<file path="src/rtl/pixel_tx_pkg.sv">
`default_nettype none
// ============================================================================
//  Module   : pixel_tx_pkg
//  Purpose  : Shared types and constants for the pixel-to-UART byte buffer.
//  Revision : 1.0 - initial release
// ============================================================================
package pixel_tx_pkg;

    localparam int unsigned c_BYTE_W           = 8;
    localparam int unsigned c_BUSY_TIMEOUT_DEF = 15;
    localparam int unsigned c_TIMER_W          = 4;

    typedef enum logic [1:0] {
        ST_IDLE      = 2'd0,
        ST_LAUNCH    = 2'd1,
        ST_WAIT_BUSY = 2'd2,
        ST_WAIT_DONE = 2'd3
    } tx_state_t;

endpackage : pixel_tx_pkg
`default_nettype wire

</file>
<file path="src/rtl/pixel_tx_fifo_if.sv">
`default_nettype none
// ============================================================================
//  Module   : pixel_tx_fifo_if
//  Purpose  : Pixel input / UART handshake bundle. ovf_count is present only
//             when PIXEL_TX_FIFO_OVF_CNT_EN is defined.
//  Revision : 1.0 - initial release
// ============================================================================
interface pixel_tx_fifo_if
    import pixel_tx_pkg::*;
#(
    parameter int DEPTH_LOG2 = 4
);
    logic                  in_valid;
    logic [c_BYTE_W-1:0]   in_data;
    logic                  busy_tx;
    logic                  transmit;
    logic [c_BYTE_W-1:0]   data_tx;
    logic                  full;
    logic                  empty;
    logic [DEPTH_LOG2:0]   level;
    logic                  overflow;
`ifdef PIXEL_TX_FIFO_OVF_CNT_EN
    logic [7:0]            ovf_count;

    modport master (
        output in_valid, in_data, busy_tx,
        input  transmit, data_tx, full, empty, level, overflow, ovf_count
    );
    modport slave (
        input  in_valid, in_data, busy_tx,
        output transmit, data_tx, full, empty, level, overflow, ovf_count
    );
`else
    modport master (
        output in_valid, in_data, busy_tx,
        input  transmit, data_tx, full, empty, level, overflow
    );
    modport slave (
        input  in_valid, in_data, busy_tx,
        output transmit, data_tx, full, empty, level, overflow
    );
`endif

endinterface : pixel_tx_fifo_if
`default_nettype wire

</file>
<file path="src/rtl/pixel_tx_fifo_sync_fifo.sv">
`default_nettype none
// ============================================================================
//  Module   : sync_fifo
//  Purpose  : Single-clock FIFO with registered level, full and empty.
//  Revision : 1.0 - initial release
// ============================================================================
module sync_fifo
    import pixel_tx_pkg::*;
#(
    parameter int DEPTH_LOG2 = 4,
    parameter int WIDTH      = c_BYTE_W
) (
    input  wire logic                  clk,
    input  wire logic                  rst_n,
    input  wire logic                  i_push,
    input  wire logic [WIDTH-1:0]      i_data,
    input  wire logic                  i_pop,
    output logic      [WIDTH-1:0]      o_head,
    output logic                       o_full,
    output logic                       o_empty,
    output logic      [DEPTH_LOG2:0]   o_level
);

    localparam int                  c_DEPTH      = 1 << DEPTH_LOG2;
    localparam logic [DEPTH_LOG2:0] c_FULL_LEVEL = (DEPTH_LOG2+1)'(c_DEPTH);

    logic [WIDTH-1:0]      r_mem [c_DEPTH];
    logic [DEPTH_LOG2-1:0] r_wr_ptr;
    logic [DEPTH_LOG2-1:0] r_rd_ptr;
    logic [DEPTH_LOG2:0]   r_level;
    logic                  r_full;
    logic                  r_empty;

    logic                  w_push_ok;
    logic                  w_pop_ok;
    logic [DEPTH_LOG2:0]   w_level_nxt;

    assign w_push_ok = i_push & ~r_full;
    assign w_pop_ok  = i_pop  & ~r_empty;

    always_comb begin
        w_level_nxt = r_level;
        case ({w_push_ok, w_pop_ok})
            2'b10:   w_level_nxt = r_level + 1'b1;
            2'b01:   w_level_nxt = r_level - 1'b1;
            default: w_level_nxt = r_level;
        endcase
    end

    // Pointers wrap naturally at the power-of-two depth.
    always_ff @(posedge clk or negedge rst_n) begin
        if (!rst_n) begin
            r_wr_ptr <= '0;
            r_rd_ptr <= '0;
            r_level  <= '0;
            r_full   <= 1'b0;
            r_empty  <= 1'b1;
        end else begin
            if (w_push_ok) r_wr_ptr <= r_wr_ptr + 1'b1;
            if (w_pop_ok)  r_rd_ptr <= r_rd_ptr + 1'b1;
            r_level <= w_level_nxt;
            r_full  <= (w_level_nxt == c_FULL_LEVEL);
            r_empty <= (w_level_nxt == '0);
        end
    end

    always_ff @(posedge clk) begin
        if (w_push_ok) r_mem[r_wr_ptr] <= i_data;
    end

    assign o_head  = r_mem[r_rd_ptr];
    assign o_full  = r_full;
    assign o_empty = r_empty;
    assign o_level = r_level;

endmodule : sync_fifo
`default_nettype wire

</file>
<file path="src/rtl/pixel_tx_fifo.sv">
`default_nettype none
// ============================================================================
//  Module   : pixel_tx_fifo
//  Purpose  : Buffers pixel bytes and feeds them to a UART via transmit/busy.
//             Define PIXEL_TX_FIFO_OVF_CNT_EN to add the dropped-byte counter.
//  Revision : 1.0 - initial release
// ============================================================================
module pixel_tx_fifo
    import pixel_tx_pkg::*;
#(
    parameter int DEPTH_LOG2   = 4,
    parameter int BUSY_TIMEOUT = c_BUSY_TIMEOUT_DEF
) (
    input  wire logic          clk,
    input  wire logic          rst_n,
    pixel_tx_fifo_if.slave     io_bus
);

    localparam logic [c_TIMER_W-1:0] c_TIMER_LAST = c_TIMER_W'(BUSY_TIMEOUT - 1);

    tx_state_t              r_state;
    logic                   r_transmit;
    logic [c_BYTE_W-1:0]    r_data_tx;
    logic [c_TIMER_W-1:0]   r_timer;
    logic                   r_overflow;

    logic                   w_push;
    logic                   w_drop;
    logic                   w_pop;
    logic [c_BYTE_W-1:0]    w_head;
    logic                   w_full;
    logic                   w_empty;
    logic [DEPTH_LOG2:0]    w_level;

    // Full is the registered flag, so a push racing a pop while full is dropped.
    assign w_push = io_bus.in_valid & ~w_full;
    assign w_drop = io_bus.in_valid &  w_full;
    assign w_pop  = (r_state == ST_IDLE) & ~w_empty & ~io_bus.busy_tx;

    sync_fifo #(
        .DEPTH_LOG2 (DEPTH_LOG2),
        .WIDTH      (c_BYTE_W)
    ) u_fifo (
        .clk     (clk),
        .rst_n   (rst_n),
        .i_push  (w_push),
        .i_data  (io_bus.in_data),
        .i_pop   (w_pop),
        .o_head  (w_head),
        .o_full  (w_full),
        .o_empty (w_empty),
        .o_level (w_level)
    );

    always_ff @(posedge clk or negedge rst_n) begin
        if (!rst_n) begin
            r_state    <= ST_IDLE;
            r_transmit <= 1'b0;
            r_data_tx  <= '0;
            r_timer    <= '0;
        end else begin
            r_transmit <= 1'b0;
            case (r_state)
                ST_IDLE: begin
                    if (w_pop) begin
                        r_data_tx  <= w_head;
                        r_transmit <= 1'b1;
                        r_state    <= ST_LAUNCH;
                    end
                end
                ST_LAUNCH: begin
                    r_timer <= '0;
                    r_state <= ST_WAIT_BUSY;
                end
                ST_WAIT_BUSY: begin
                    // A UART that never acknowledges must not stall the queue.
                    if (io_bus.busy_tx) begin
                        r_state <= ST_WAIT_DONE;
                    end else if (r_timer == c_TIMER_LAST) begin
                        r_state <= ST_IDLE;
                    end else begin
                        r_timer <= r_timer + 1'b1;
                    end
                end
                ST_WAIT_DONE: begin
                    if (!io_bus.busy_tx) r_state <= ST_IDLE;
                end
                default: r_state <= ST_IDLE;
            endcase
        end
    end

    always_ff @(posedge clk or negedge rst_n) begin
        if (!rst_n) begin
            r_overflow <= 1'b0;
        end else if (w_drop) begin
            r_overflow <= 1'b1;
        end
    end

`ifdef PIXEL_TX_FIFO_OVF_CNT_EN
    logic [7:0] r_ovf_count;

    always_ff @(posedge clk or negedge rst_n) begin
        if (!rst_n) begin
            r_ovf_count <= '0;
        end else if (w_drop && (r_ovf_count != 8'hFF)) begin
            r_ovf_count <= r_ovf_count + 8'd1;
        end
    end

    assign io_bus.ovf_count = r_ovf_count;
`endif

    assign io_bus.transmit = r_transmit;
    assign io_bus.data_tx  = r_data_tx;
    assign io_bus.full     = w_full;
    assign io_bus.empty    = w_empty;
    assign io_bus.level    = w_level;
    assign io_bus.overflow = r_overflow;

endmodule : pixel_tx_fifo
`default_nettype wire
</file>
<file path="src/flat_wrapper.sv">
// flat-port wrapper written by rule: the top's interface ports become plain ports
module pixel_tx_fifo_flat import pixel_tx_pkg::*;
#(
    parameter int DEPTH_LOG2   = 4,
    parameter int BUSY_TIMEOUT = c_BUSY_TIMEOUT_DEF
)
  (clk, rst_n, io_bus_in_valid, io_bus_in_data, io_bus_busy_tx, io_bus_transmit, io_bus_data_tx, io_bus_full, io_bus_empty, io_bus_level, io_bus_overflow);
  pixel_tx_fifo_if #(.DEPTH_LOG2(DEPTH_LOG2)) io_bus_i ();
  input  wire logic clk;
  input  wire logic rst_n;
  input wire logic [$bits(io_bus_i.in_valid)-1:0] io_bus_in_valid;
  input wire logic [$bits(io_bus_i.in_data)-1:0] io_bus_in_data;
  input wire logic [$bits(io_bus_i.busy_tx)-1:0] io_bus_busy_tx;
  output wire logic [$bits(io_bus_i.transmit)-1:0] io_bus_transmit;
  output wire logic [$bits(io_bus_i.data_tx)-1:0] io_bus_data_tx;
  output wire logic [$bits(io_bus_i.full)-1:0] io_bus_full;
  output wire logic [$bits(io_bus_i.empty)-1:0] io_bus_empty;
  output wire logic [$bits(io_bus_i.level)-1:0] io_bus_level;
  output wire logic [$bits(io_bus_i.overflow)-1:0] io_bus_overflow;
  assign io_bus_i.in_valid = io_bus_in_valid;
  assign io_bus_i.in_data = io_bus_in_data;
  assign io_bus_i.busy_tx = io_bus_busy_tx;
  assign io_bus_transmit = io_bus_i.transmit;
  assign io_bus_data_tx = io_bus_i.data_tx;
  assign io_bus_full = io_bus_i.full;
  assign io_bus_empty = io_bus_i.empty;
  assign io_bus_level = io_bus_i.level;
  assign io_bus_overflow = io_bus_i.overflow;
  pixel_tx_fifo #(.DEPTH_LOG2(DEPTH_LOG2), .BUSY_TIMEOUT(BUSY_TIMEOUT)) u_core (.clk(clk), .rst_n(rst_n), .io_bus(io_bus_i));
endmodule
</file>
<file path="config.mk">
export PLATFORM = sky130hd
export DESIGN_NAME = pixel_tx_fifo_flat
export DESIGN_NICKNAME = d
export VERILOG_FILES = /design/src/rtl/pixel_tx_pkg.sv /design/src/rtl/pixel_tx_fifo_if.sv /design/src/rtl/pixel_tx_fifo_sync_fifo.sv /design/src/rtl/pixel_tx_fifo.sv /design/src/flat_wrapper.sv
export SDC_FILE = /design/constraint.sdc
export NUM_CORES = 1
export LEC_CHECK = 0
export ABC_AREA = 1
export ABC_CLOCK_PERIOD_IN_PS = 2200
export BUFFER_PORTS_ARGS = -buffer_cell sky130_fd_sc_hd__buf_2
export CAP_MARGIN = 20
export CORE_ASPECT_RATIO = 0.9
export CORE_MARGIN = 3
export CORE_UTILIZATION = 55
export DETAILED_ROUTE_END_ITERATION = 7
export MAX_ROUTING_LAYER = met4
export PLACE_DENSITY = 0.75
export SYNTH_ARGS = -nofsm -noshare
export SYNTH_HDL_FRONTEND = slang
export SYNTH_SLANG_ARGS = --single-unit
</file>
<file path="constraint.sdc">
create_clock -name clk -period 2.2 [get_ports clk]
set_clock_uncertainty 0.1 [all_clocks]
set_input_delay 0.66 -clock clk [delete_from_list [all_inputs] [get_ports clk]]
set_output_delay 0.66 -clock clk [all_outputs]
set_load 0.02 [all_outputs]
</file>
* After elaboration in Yosys (flattened, before gate mapping)
Memories as Yosys holds them, arrays and structs flattened. A register that Yosys moved wholly into a read port is not among the register bits.
Index checks and enable logic that the tools add are counted.
** Word-level totals
- Input bits :: 12
- Output and inout port bits :: 17
- Memory bits (writable) :: 128
- Memories kept :: 1
- Register bits after elaboration :: 23
** Memories
- u_core.u_fifo.r_mem :: depth 16, bits a word 8, read ports 1, clocked after memory_dff 1, write ports 1, line pixel_tx_fifo_sync_fifo.sv:27 : logic [WIDTH-1:0] r_mem [c_DEPTH];
** Operators by class
- Reductions and logical operators :: 7
- Eq/ne operators :: 12
- Add/subtract/negate cells :: 5
- Bitwise operators :: 9
- Muxes and demuxes :: 13
** Operators by type and width (number)
- $add 4x1->4 const B :: 3
- $pmux 5 s2 :: 1
- $mux 2 :: 4
- $mux 4 :: 2
- $ne 2x2->1 const B :: 4
- $pmux 2 s4 :: 1
- $pmux 4 s2 :: 1
- $and 1x1->1 :: 6
- $eq 2x2->1 const B :: 3
- $reduce_and 3->1 :: 2
- $add 5x1->5 const B :: 1
- $eq 5x5->1 const B :: 1
- $logic_not 5->1 :: 1
- $sub 5x1->5 const B :: 1
- $eq 2x1->1 const B :: 2
- $eq 4x4->1 const B :: 1
- $mux 1 :: 4
- $ne 3x2->1 const B :: 1
- $not 1->1 :: 3
- $logic_not 2->1 :: 1
- $reduce_and 2->1 :: 1
- $reduce_bool 2->1 :: 1
- $logic_not 1->1 :: 1

* Longest topological paths before layout
Gate-level depths: netlist (run 1).
- Depth after elaboration :: 7
- Gate-level depth with buffers :: 15
- Mapped depth without buffers :: 15

* Modules after synthesis
From an unflattened synthesis (run 1), not the netlist that was laid out.
** Second synthesis, totals
- Cells, all modules :: 586
- Area total of the unflattened synthesis :: 6785.3 um^2
** By module, submodules not included
- sync_fifo :: seq. area each 4220.3 um^2, cells each 498, instances 1, area each 6023.3 um^2
- pixel_tx_fifo :: seq. area each 400.4 um^2, cells each 88, instances 1, area each 762.0 um^2

* Worst setup path before layout (run 1)
OpenSTA, ideal clock, no wires.
- Path type :: in2reg
- Start :: in io_bus_busy_tx
- End :: reg u_core.u_fifo.r_full, in the netlist u_core.u_fifo.o_full
- Path slack :: -0.330 ns
- Arrival time :: 2.361 ns
- Path buffers :: 2
- Data required time :: 2.031 ns
- Library setup time :: 0.069 ns
- Cell stages on the path :: 12
- Path through :: nor2_4 nand2_1 inv_2 buf_2 ha_1 buf_2 o21ai_0 inv_1 or2_1 nor2_2 nand3_2 nor2_2
** Between the ends
- Cells in the longest elaborated chain, start to end :: 6
** Ends and longest elaborated chain
- from (decl) :: line flat_wrapper.sv:13 : input wire logic [$bits(io_bus_i.busy_tx)-1:0] io_bus_busy_tx;
- $not 1->1 * :: line pixel_tx_fifo.sv:38 : assign w_pop = (r_state == ST_IDLE) & ~w_empty & ~io_bus.busy_tx;
- $and 1x1->1 * :: line pixel_tx_fifo.sv:38
- $and 1x1->1 * :: line pixel_tx_fifo_sync_fifo.sv:39 : assign w_pop_ok = i_pop & ~r_empty;
- $eq 2x1->1 / $eq 2x2->1 (equally long branches) :: line pixel_tx_fifo_sync_fifo.sv:43 : case ({w_push_ok, w_pop_ok})
- $pmux 5 s2 * :: line pixel_tx_fifo_sync_fifo.sv:43
- net u_core.u_fifo.w_level_nxt[1] :: line pixel_tx_fifo_sync_fifo.sv:36 : logic [DEPTH_LOG2:0] w_level_nxt;
- $eq 5x5->1 * :: line pixel_tx_fifo_sync_fifo.sv:62 : r_full <= (w_level_nxt == c_FULL_LEVEL);
- to (signal assigned) :: line pixel_tx_fifo_sync_fifo.sv:62
- to (decl) :: line pixel_tx_fifo_sync_fifo.sv:31 : logic r_full;
Mark *: on every way through the listed nets, which the timed path passes. The rest lies on a longest branch.
A chain may end at the register's enable or synchronous reset.

* Worst setup path in the final report (run 1)
- Start :: reg u_core.r_state[0]
- End :: reg u_core.u_fifo.r_full, in the netlist u_core.u_fifo.o_full
** Between the ends
- Cells in the longest elaborated chain, start to end :: 7
** Ends and longest elaborated chain
- from (decl) :: line pixel_tx_fifo.sv:21 : tx_state_t r_state;
- from (signal assigned) :: line pixel_tx_fifo.sv:57 : r_state <= ST_IDLE;
- from (signal assigned) :: line pixel_tx_fifo.sv:68 : r_state <= ST_LAUNCH;
- from (signal assigned) :: line pixel_tx_fifo.sv:73 : r_state <= ST_WAIT_BUSY;
- $logic_not 2->1 * :: line pixel_tx_fifo.sv:38
- $and 1x1->1 * (2 in series) :: line pixel_tx_fifo.sv:38
- $and 1x1->1 * :: line pixel_tx_fifo_sync_fifo.sv:39
- $eq 2x1->1 / $eq 2x2->1 (equally long branches) :: line pixel_tx_fifo_sync_fifo.sv:43
- $pmux 5 s2 * :: line pixel_tx_fifo_sync_fifo.sv:43
- $eq 5x5->1 * :: line pixel_tx_fifo_sync_fifo.sv:62
Every way passes the cells marked *; elsewhere a longest branch is shown, timed or not.

==> results of run 1 <==
## area by class of cell
| class | instances | area share |
|---|---|---|
| flip-flops and latches | 159 | 0.599 |
| multi-input cells | 325 | 0.230 |
| clock buffers | 22 | 0.0602 |
| repair buffers | 65 | 0.0574 |
| well taps | 156 | 0.0253 |
| inverters | 32 | 0.0159 |
| clock inverters | 10 | 0.0117 |
## worst max path at each step
stage	startpoint	to	slack, ns	depth (start not counted)
CTS	u_core.r_state[1]	u_core.u_fifo.o_full	0.05	13
finish	u_core.r_state[0]	u_core.u_fifo.o_full	0.16	13
floorplan	io_bus_busy_tx	u_core.u_fifo.o_full	-0.01	12
global route	u_core.r_state[0]	u_core.u_fifo.o_full	0.03	13
detailed placement	io_bus_busy_tx	u_core.u_fifo.o_full	-0.16	14
global placement	io_bus_busy_tx	u_core.u_fifo.o_full	-0.04	12
## stage by stage
step                      worst slack [ns]  power, mW  setup TNS, ns  std cells  area [µm²]
final                                0.164       10.5              0        769        7710
after global routing                0.0258       11.1              0        769        7710
after CTS                           0.0473       10.5              0        768        7700
after detailed placement            -0.163       7.80         -0.341        736        7150
after global placement             -0.0381       7.66        -0.0745        736        7150
after floorplan                    -0.0124       6.57        -0.0237        543        6660
## kinds of logic after synthesis
logic type	Yosys count
simple gates	184
fa+ha+maj	10
buf+inv	59
xor+xnor	9
compound gates	122
flops	159
## what timing repair did
| action | CTS | global route |
|---|---|---|
| endpoints found under the setup margin | 0 | 3 |
| gates resized for setup | 0 | 1 |
| setup buffers | 0 | 1 |
## state kept, by name, indices dropped and copies added, names as in the netlist, 2 cells and up
signal / count
u_core.u_fifo.r_mem: 128
u_core.io_bus.data_tx: 8
u_core.r_timer: 4
u_core.u_fifo.r_rd_ptr: 4
u_core.u_fifo.r_wr_ptr: 4
u_core.u_fifo.o_level: 5
u_core.r_state: 2
## layer usage
metal	wire length [µm]	part of all wire	vias up
met5	0	0	-
met2	6790	0.47	200
li1	-	-	2058
met3	1120	0.078	31
met4	252	0.018	0
met1	6210	0.43	2145
## layout by cell type (no fill, tap or decap), drive strengths merged
master,count
a21o,1
a21oi,11
a311oi,1
a31o,1
a31oi,6
buf,65
bufinv,1
clkbuf,22
clkinv,7
clkinvlp,3
dfrtp,30
dfstp,1
edfxtp,128
ha,10
inv,31
nand2,50
nand3,26
nand4,5
nor2,101
nor3,1
o211ai,5
o21ai,73
o221ai,21
o22ai,3
or2,1
xnor2,1
xor2,8
## power by group through the flow
stage / sequential [mW] / clock, mW / combinational (mW)
floorplan: 4.23 / 0 / 2.34
global placement: 4.12 / 0 / 3.54
detailed placement: 4.14 / 0 / 3.66
CTS: 4.09 / 2.73 / 3.69
global route: 4.14 / 2.89 / 4.10
finish: 4.09 / 2.70 / 3.73
## worst max-delay path: cells and delay by family, from the launching register on
| kind | cells | cell delay [ns] |
|---|---|---|
| buffers and inverters | 1 | 0.10 |
| AND/OR/NAND/NOR | 9 | 0.72 |
| AO/OA/AOI/OAI | 2 | 0.34 |
| adder cells (fa/ha/maj) | 1 | 0.20 |
| flip-flops | 1 | 0.47 |
==> impl_results.md, run 1 <==
- Status: complete, no violations
- Die area: 0.0134 mm²
- Buffers on Ports: 28
- Rows: 37
- CTS Sinks: between 150 and 200
- CP cell instances: nor2_4 > nand3_4 > nand2_1 > nand2_1 > ha_1 > a21oi_2 > inv_1 > nand3_2 > nand2_1 > nand2_1 > nand2_1 > a21oi_1 > nor2_2
- Initial Util: 0.570
- Worst skew pair latency: ~0.42 ns
- RD Place Congestion: between 0.7 and 0.8
- Maximum clock frequency: roughly 0.49 GHz
- Final hold vios: 0
- Top Ports: 29
- Crit path largest cell delay: around 0.47 ns
- Clock Path Buffers: 2
- Hold_ws: around 0.093 ns
- Grt ovf: 0
- Clk pwr share: 0.257
- Post-synthesis sequential area ratio: 0.697
- Synth area leader: edfxtp_1
- Die width: ~120 µm
- Height of the chip: approximately 110 µm
- Root Buffer: clkbuf_16
- Hold WC Path Type: input port to asynchronous set/reset pin
- Global-route usage over all layers: 0.235
- Multi-input logic area: ~0.0018 mm²
- Crit path DAT: ~2.2 ns
- Multiplexer share of the synthesized area: 0
- Register share of total power: 0.389
- Internal Power: around 6.6 mW
- Vias: 4434
- Compound-gate portion of the synthesized area: 0.110
- Slew Limit Headroom: 0.657
- R2R depth: 13
- WS Path Type: flop to flop
- Fin util: 0.664
- Max-cap violations: 0
- Cell mode on critical path: nand2_1
- Lkg Pwr: around 2.9 nW
- Hold-fix buffers at CTS: 0
- Met3 usage in global routing: 0.0673
- M2 GR Usage: 0.348
- Crit-path max FO: 6
- H-tree depth: 4
- Busiest grt layer: met2
- Initial antenna violation count: 0
- Synth Area in XOR/XNOR: 0.0119
- Sw Ratio: 0.370
- Netlist Area Pre-Place: approximately 0.0066 mm²
- Routed wire per std cell: 18.7 µm
- Largest family of logic cells by synthesized area: simple AND/OR/NAND/NOR gates
- Final setup fails: 0
- Slew Limit Fails: 0
- Slew @ Worst Pin: around 0.51 ns
- Syn Nets: around 570
- Number of buffers created by CTS: 17
- R2r endpoint: u_core.u_fifo.o_full
- Post-DP HPWL: 9.13 mm
- Count leader, synth: edfxtp_1
- Syn_area_per_cell: between 10 and 15 µm²
- Post-Syn Instances: 543
- CTS tree: built
- Final antenna diode count: 0
- Register bit total from synthesis: 159
- Synth cell types: 34
- Worst Path Required: 2.40 ns
- Largest net degree at the start of global routing: 44
- Layout area overhead: 16.4%
- R2r startpoint: u_core.r_state[0]
- Flop2flop setup slack: 0.16 ns
- Core box area: around 0.012 mm²
- PD cells: between 1000 and 1500 mW/mm²
- Comb pwr share: 0.354
- Clock Pin Slew Worst Setup and Hold Paths: around 0.06 ns
- Synth Area in Adders: 0.0189
- Share of cells above drive strength 1: 0.199
- Synth top area cells: edfxtp_1 (58%), dfrtp_1 (11%), nor2_1 (5.4%)
- Top_reg_cell synth: edfxtp_1
- Yosys warns: 0
- Tcrit/Tclk final: 0.925
- Crit start category: flop
- Slowest cell on the critical path: dfrtp_1
- First-pass GRT wire length: between 20 and 25 mm
- Via density: a little under 6
- Global routing usage on met1: 0.317
- Post-Synth Simple-Gate Area: 0.123
- Vias in the first global route: ~4200
- Net Sw Power: between 3 and 4 mW
- Layout net count: roughly 620
- VDD IR max: a little over 0.0009 V
- Initial DRC count: 440
- Area share of the largest cell type after synthesis: 0.580
- Number of fill cells in the layout: ~800
- Async SR Flop Fraction: 0.195
- Detail Route Antenna Nets: 0
- Period minus WS final: a little over 2 ns
- Post-synth EDFFs: 128
- Commonest cells post-synth: edfxtp_1 (128), nor2_1 (95), o21ai_0 (68)
- RSZ-0062 raised after global routing: false
- Final Routed Wirelength: approximately 14 mm
- DRC viols: 0
- Register area: 0.00462 mm²
- Pre-antenna DRT Iters: 6
- Crit end category: flop
Note: power is estimated with default switching activity, not from simulation.
==> run 2, diff against run 1 <==
--- a/config.mk
+++ b/config.mk
@@ -14,7 +14,7 @@
 export CORE_UTILIZATION = 55
 export DETAILED_ROUTE_END_ITERATION = 7
 export MAX_ROUTING_LAYER = met4
-export PLACE_DENSITY = 0.75
+export PLACE_DENSITY_LB_ADDON = 0.2
 export SYNTH_ARGS = -nofsm -noshare
 export SYNTH_HDL_FRONTEND = slang
 export SYNTH_SLANG_ARGS = --single-unit
==> run 2 against run 1 <==
Net effect: design area increased by 0.83%; utilization grew 0.55 points; hold slack improved by 0.29 ns; critical endpoint is now u_core.io_bus.data_tx[1]; highest routed layer unchanged.
==> impl_results.md, run 2 (same netlist as run 1, synthesis figures left out) <==
- Crit-path max FO: 38
- First-pass GRT wire length: about 23 mm
- WS Path Type: flop to flop
- Crit path DAT: between 2 and 2.5 ns
- DP Worst Slack: -0.106 ns
- CP top delay family: compound AO/OA/AOI/OAI gates
- Via density: around 5.7
- Clock Pin Slew Worst Setup and Hold Paths: 0.06 ns
- Final setup fails: 0
- Initial DRC count: 470
- Largest net degree at the start of global routing: 40
- Lkg Pwr: roughly 3.0 nW
- Root Buffer: clkbuf_16
- Slew Limit Headroom: 0.632
- Bufs and invs on worst path: 1
- VDD IR max: 0.000762 V
- CTS Sinks: ~160
- Max-cap violations: 0
- TNS Setup: 0 ns
- Initial Util: 0.570
- PD cells: 1390 mW/mm²
- RSZ-0062 raised after global routing: false
- Top Ports: 29
- Worst skew pair latency: 0.41 ns
- Flop2flop setup slack: approximately 0.16 ns
- Layout net count: between 600 and 700
- Commonest cells after routing, fill and taps aside: edfxtp_1 (128), nor2_1 (95), o21ai_0 (67), nand2_1 (43), buf_4 (38)
- Tcrit/Tclk final: 0.927
- Status: complete, no violations
- Global-route usage over all layers: 0.241
- Vias: around 4400
- Crit end category: flop
- Hold WC Path Type: flop to flop
- Setup WS post-layout: approximately 0.16 ns
- Max FFs per register: around 130
- Min-delay src: u_core.io_bus.overflow
- Final hold vios: 0
- Grt ovf: 0
- Vias in the first global route: between 4000 and 5000
- R2R depth: 5
- CP cell instances: buf_4 > nor2_1 > o211ai_1 > nand3_1 > a31oi_1
- Detail Route Antenna Nets: 0
- Clock Path Buffers: 2
- Number of buffers created by CTS: 17
- Most common cell after layout, fill and taps aside: edfxtp_1
- Pre-antenna DRT Iters: 7
- CP startpoint: u_core.u_fifo.r_rd_ptr[0]
- Overall Power: approximately 11 mW
- Buffers on Ports: 28
- Rows: 37
- Die area: around 0.013 mm²
- Final Routed Wirelength: ~15 mm
- Share of cells above drive strength 1: 0.208
- Hold Crit Depth: 1
- Initial antenna violation count: 1
- Core box area: around 0.012 mm²
- Post-DP HPWL: 9.55 mm
- Reg with most FFs: u_core.u_fifo.r_mem
- Slew @ Worst Pin: 0.549 ns
- Die width: 122 µm
- CTS tree: built
- Height of the chip: ~110 µm
- Period minus WS final: about 2.0 ns
- Maximum clock frequency: 0.490 GHz
- Fin util: 0.669
- Worst Path Required: 2.43 ns
- Layout area overhead: 17.4%
- R2r startpoint: u_core.u_fifo.r_rd_ptr[0]
- Hold EP: u_core.io_bus.overflow
- Crit start category: flop
- Slew Limit Fails: 0
- Slowest cell on the critical path: dfrtp_2
- RD Place Congestion: 0.870
- DRC viols: 0
- H-tree depth: 4
- R2r endpoint: u_core.io_bus.data_tx[1]
- Crit path largest cell delay: ~0.56 ns
- Routed wire per std cell: between 15 and 20 µm
-- run 2: cell count changes in the layout (fill, tap and decap cells not counted), moves of 2 or more --
cell	change
clkinv_2	-4
clkbuf_1	-3
inv_4	+2
clkbuf_16	+3
buf_4	+3
inv_6	+5
-- run 2: power breakdown --
group          internal, mW  switching [mW]  leakage (nW)  total, mW
Combinational          1.26            2.48          1.14       3.74
Sequential             3.77           0.352          1.53       4.12
Clock                  1.70            1.22         0.290       2.91
Total                  6.72            4.05          2.95       10.8
-- run 2: layer usage --
metal  vias to the layer above  track usage  routed length (µm)
li1                       2069            -                   -
met1                      2138        0.337                6530
met2                       185        0.354                6890
met3                        14       0.0607                1320
met4                         0       0.0728                 168
met5                         -            -                   0
-- run 2: cell type report --
| cell class | count | area (µm²) |
|---|---|---|
| Clock inverter | 11 | 87.6 |
| Antenna cell | 1 | 2.50 |
| Tap cell | 156 | 195 |
| Clock buffer | 21 | 514 |
| Inverter | 32 | 123 |
| Timing Repair Buffer | 68 | 455 |
| Fill cell | 837 | 3840 |
| Multi-Input combinational cell | 325 | 1770 |
| Sequential cell | 159 | 4620 |
-- run 2: timing repair --
item,CTS,global route
endpoints found under the hold margin,6,0
endpoints found under the setup margin,0,2
buffers inserted,0,2
gates resized for setup,0,2
hold buffers,1,0
-- run 2: how the worst max path moves through the flow --
stage	slack, ns	endpoint	cells after the start
5_1_grt	0.002	u_core.u_fifo.o_full	11
3_3_place_gp	-0.06	u_core.u_fifo.o_full	12
3_5_place_dp	-0.11	u_core.u_fifo.o_full	12
6_report	0.16	u_core.io_bus.data_tx[1]	5
2_1_floorplan	-0.01	u_core.u_fifo.o_full	12
4_1_cts	0.11	u_core.u_fifo.o_full	11
-- run 2: per-stage QoR --
step / cells / area [µm²] / hold slack [ns]
4_1_cts: 770 / 7750 / 0.378
3_5_place_dp: 737 / 7140 / 0.371
6_report: 773 / 7770 / 0.380
3_3_place_gp: 737 / 7140 / 0.333
2_1_floorplan: 543 / 6660 / 0.264
5_1_grt: 773 / 7770 / 0.393
==> run 3, diff against run 2 <==
--- a/config.mk
+++ b/config.mk
@@ -6,7 +6,7 @@
 export NUM_CORES = 1
 export LEC_CHECK = 0
 export ABC_AREA = 1
-export ABC_CLOCK_PERIOD_IN_PS = 2200
+export ABC_CLOCK_PERIOD_IN_PS = 2500
 export BUFFER_PORTS_ARGS = -buffer_cell sky130_fd_sc_hd__buf_2
 export CAP_MARGIN = 20
 export CORE_ASPECT_RATIO = 0.9
==> constraint.sdc (replaced) <==
create_clock -name clk -period 2.5 [get_ports clk]
set_clock_uncertainty 0.1 [all_clocks]
set_input_delay 0.75 -clock clk [delete_from_list [all_inputs] [get_ports clk]]
set_output_delay 0.75 -clock clk [all_outputs]
set_load 0.02 [all_outputs]
==> run 3 against run 2 <==
Net effect: wire length grew 0.68%; utilization shrank 0.88 points; design area shrank 1.3%; sequential cell count unchanged; largest power group unchanged; highest routed layer unchanged.
==> impl_results.md, run 3 (same netlist as run 1, synthesis figures left out) <==
- Slowest cell on the critical path: ha_1
- R2r startpoint: u_core.r_state[1]
- Clock Pin Slew Worst Setup and Hold Paths: ~0.060 ns
- Internal Power: 5.95 mW
- Postcts setup bufs: 0
- Core box area: 0.0116 mm²
- PD cells: around 1200 mW/mm²
- Crit path DAT: roughly 2.4 ns
- Slew Limit Headroom: 0.501
- Die width: ~120 µm
- Detail Route Antenna Nets: 0
- Commonest cells after routing, fill and taps aside: edfxtp_1 (128), nor2_1 (95), o21ai_0 (68), nand2_1 (43), dfrtp_1 (29)
- Final Non-Filler Cells: 760
- RD Place Congestion: a little under 0.9
- # resized after CTS: 0
- Number of buffers created by CTS: 17
- Vias: between 4000 and 5000
- RSZ-0062 raised after global routing: false
- Initial antenna violation count: 0
- Overall Power: 9.36 mW
- Die area: about 0.013 mm²
- Crit-path max FO: 5
- Global-route usage over all layers: 0.243
- Top Ports: 29
- Net Sw Power: approximately 3.4 mW
- Slew Limit Fails: 0
- Maximum clock frequency: between 0.4 and 0.5 GHz
- Sw Ratio: 0.364
- CP cell instances: buf_2 > nor2_4 > nand3_4 > nand2_1 > nand2_1 > ha_1 > o21ai_0 > inv_1 > or2_1 > nor2_2 > nand3_2 > nor2_2
- Lkg Pwr: ~3 nW
- Max-cap violations: 0
- Clock Path Buffers: 2
- Post-DP HPWL: between 9 and 10 mm
- Hold-fix buffers at CTS: 0
- Final Routed Wirelength: roughly 15 mm
- Crit end category: flop
- Dpl cells: around 730
- Buffers on Ports: 28
- WS Path Type: input port to flop
- Worst Path Required: 2.75 ns
- Reg with most FFs: u_core.u_fifo.r_mem
- Via density: around 5.8
- Hold WC Path Type: input port to asynchronous set/reset pin
- Crit start category: input port
- TNS Setup: 0 ns
- Register share of total power: 0.389
- R2R depth: 11
- First-pass GRT wire length: 23.3 mm
- Initial DRC count: 508
- Worst skew pair latency: 0.43 ns
- Fin util: 0.660
- Final hold vios: 0
- Share of cells above drive strength 1: 0.185
- Rows: 37
- R2r endpoint: u_core.u_fifo.o_empty
- Flop2flop setup slack: around 0.35 ns
- Routed wire per std cell: a little under 20 µm
- Largest net degree at the start of global routing: roughly 50
- Most common cell after layout, fill and taps aside: edfxtp_1
- Layout area overhead: 15.8%
- Height of the chip: 110 µm
- Period minus WS final: around 2.2 ns
- CTS Sinks: about 160
- Tcrit/Tclk final: 0.868
- Status: complete, no violations
- Crit path largest cell delay: 0.27 ns
- Clk pwr share: 0.282
- H-tree depth: 4
- Root Buffer: clkbuf_16
- Final setup fails: 0
- DRC viols: 0
- Pre-antenna DRT Iters: 7
- VDD IR max: around 0.00071 V
- Comb pwr share: 0.329
- Slew @ Worst Pin: between 0.7 and 0.8 ns
- Max FFs per register: around 130
- Layout net count: about 610
- Vias in the first global route: approximately 4200
- Final antenna diode count: 0
- CTS tree: built
- Grt ovf: 0
- Initial Util: 0.570
==> run 3: cell count changes in the layout (fill, tap and decap cells not counted), moves of 2 or more <==
cell,before,now
buf_4,38,27
bufinv_16,0,2
inv_6,5,0
clkinv_2,0,4
clkbuf_1,0,2
clkinvlp_4,3,0
==> run 3: layer usage <==
metal / global-route usage / part of all wire
met4: 0.0704 / 0.010
met5: - / 0
met3: 0.0556 / 0.072
met1: 0.328 / 0.43
met2: 0.378 / 0.49
==> run 3: power groups by stage <==
stage	combinational [mW]	clock, mW	sequential [mW]
global placement	2.96	0	3.67
detailed placement	3.05	0	3.68
global route	3.41	2.79	3.69
CTS	3.09	2.67	3.64
floorplan	2.03	0	3.72
finish	3.08	2.64	3.64
==> run 3: worst max path at each step <==
| stage | startpoint | end | slack [ns] |
|---|---|---|---|
| after detailed placement | io_bus_busy_tx | u_core.u_fifo.o_empty | -0.06 |
| after CTS | u_core.r_state[1] | u_core.u_fifo.o_empty | 0.36 |
| after global routing | u_core.r_state[1] | u_core.u_fifo.o_empty | 0.21 |
| final | io_bus_busy_tx | u_core.u_fifo.o_empty | 0.33 |
| after floorplan | io_bus_busy_tx | u_core.u_fifo.o_full | 0.02 |
| after global placement | io_bus_busy_tx | u_core.u_fifo.o_full | 0.007 |
==> run 3: critical path, delay by kind of cell <==
kind	cells	cell delay, ns
AND/OR/NAND/NOR	8	1.04
adder cells (fa/ha/maj)	1	0.27
buffers and inverters	2	0.20
AO/OA/AOI/OAI	1	0.17
==> run 3: cell type report <==
class                           instances  area [µm²]
Inverter                               32         123
Sequential cell                       159        4620
Clock inverter                          9         101
Multi-Input combinational cell        325        1760
Timing Repair Buffer                   56         363
Fill cell                             858        3950
Tap cell                              156         195
Clock buffer                           23         510
==> run 3: through the flow <==
stage	hold WS [ns]	instance area [µm²]	setup slack, ns
after floorplan	0.354	6640	0.0166
after global placement	0.333	7060	0.00703
after detailed placement	0.356	7060	-0.0618
after CTS	0.324	7670	0.365
after global routing	0.331	7670	0.209
final	0.286	7670	0.331
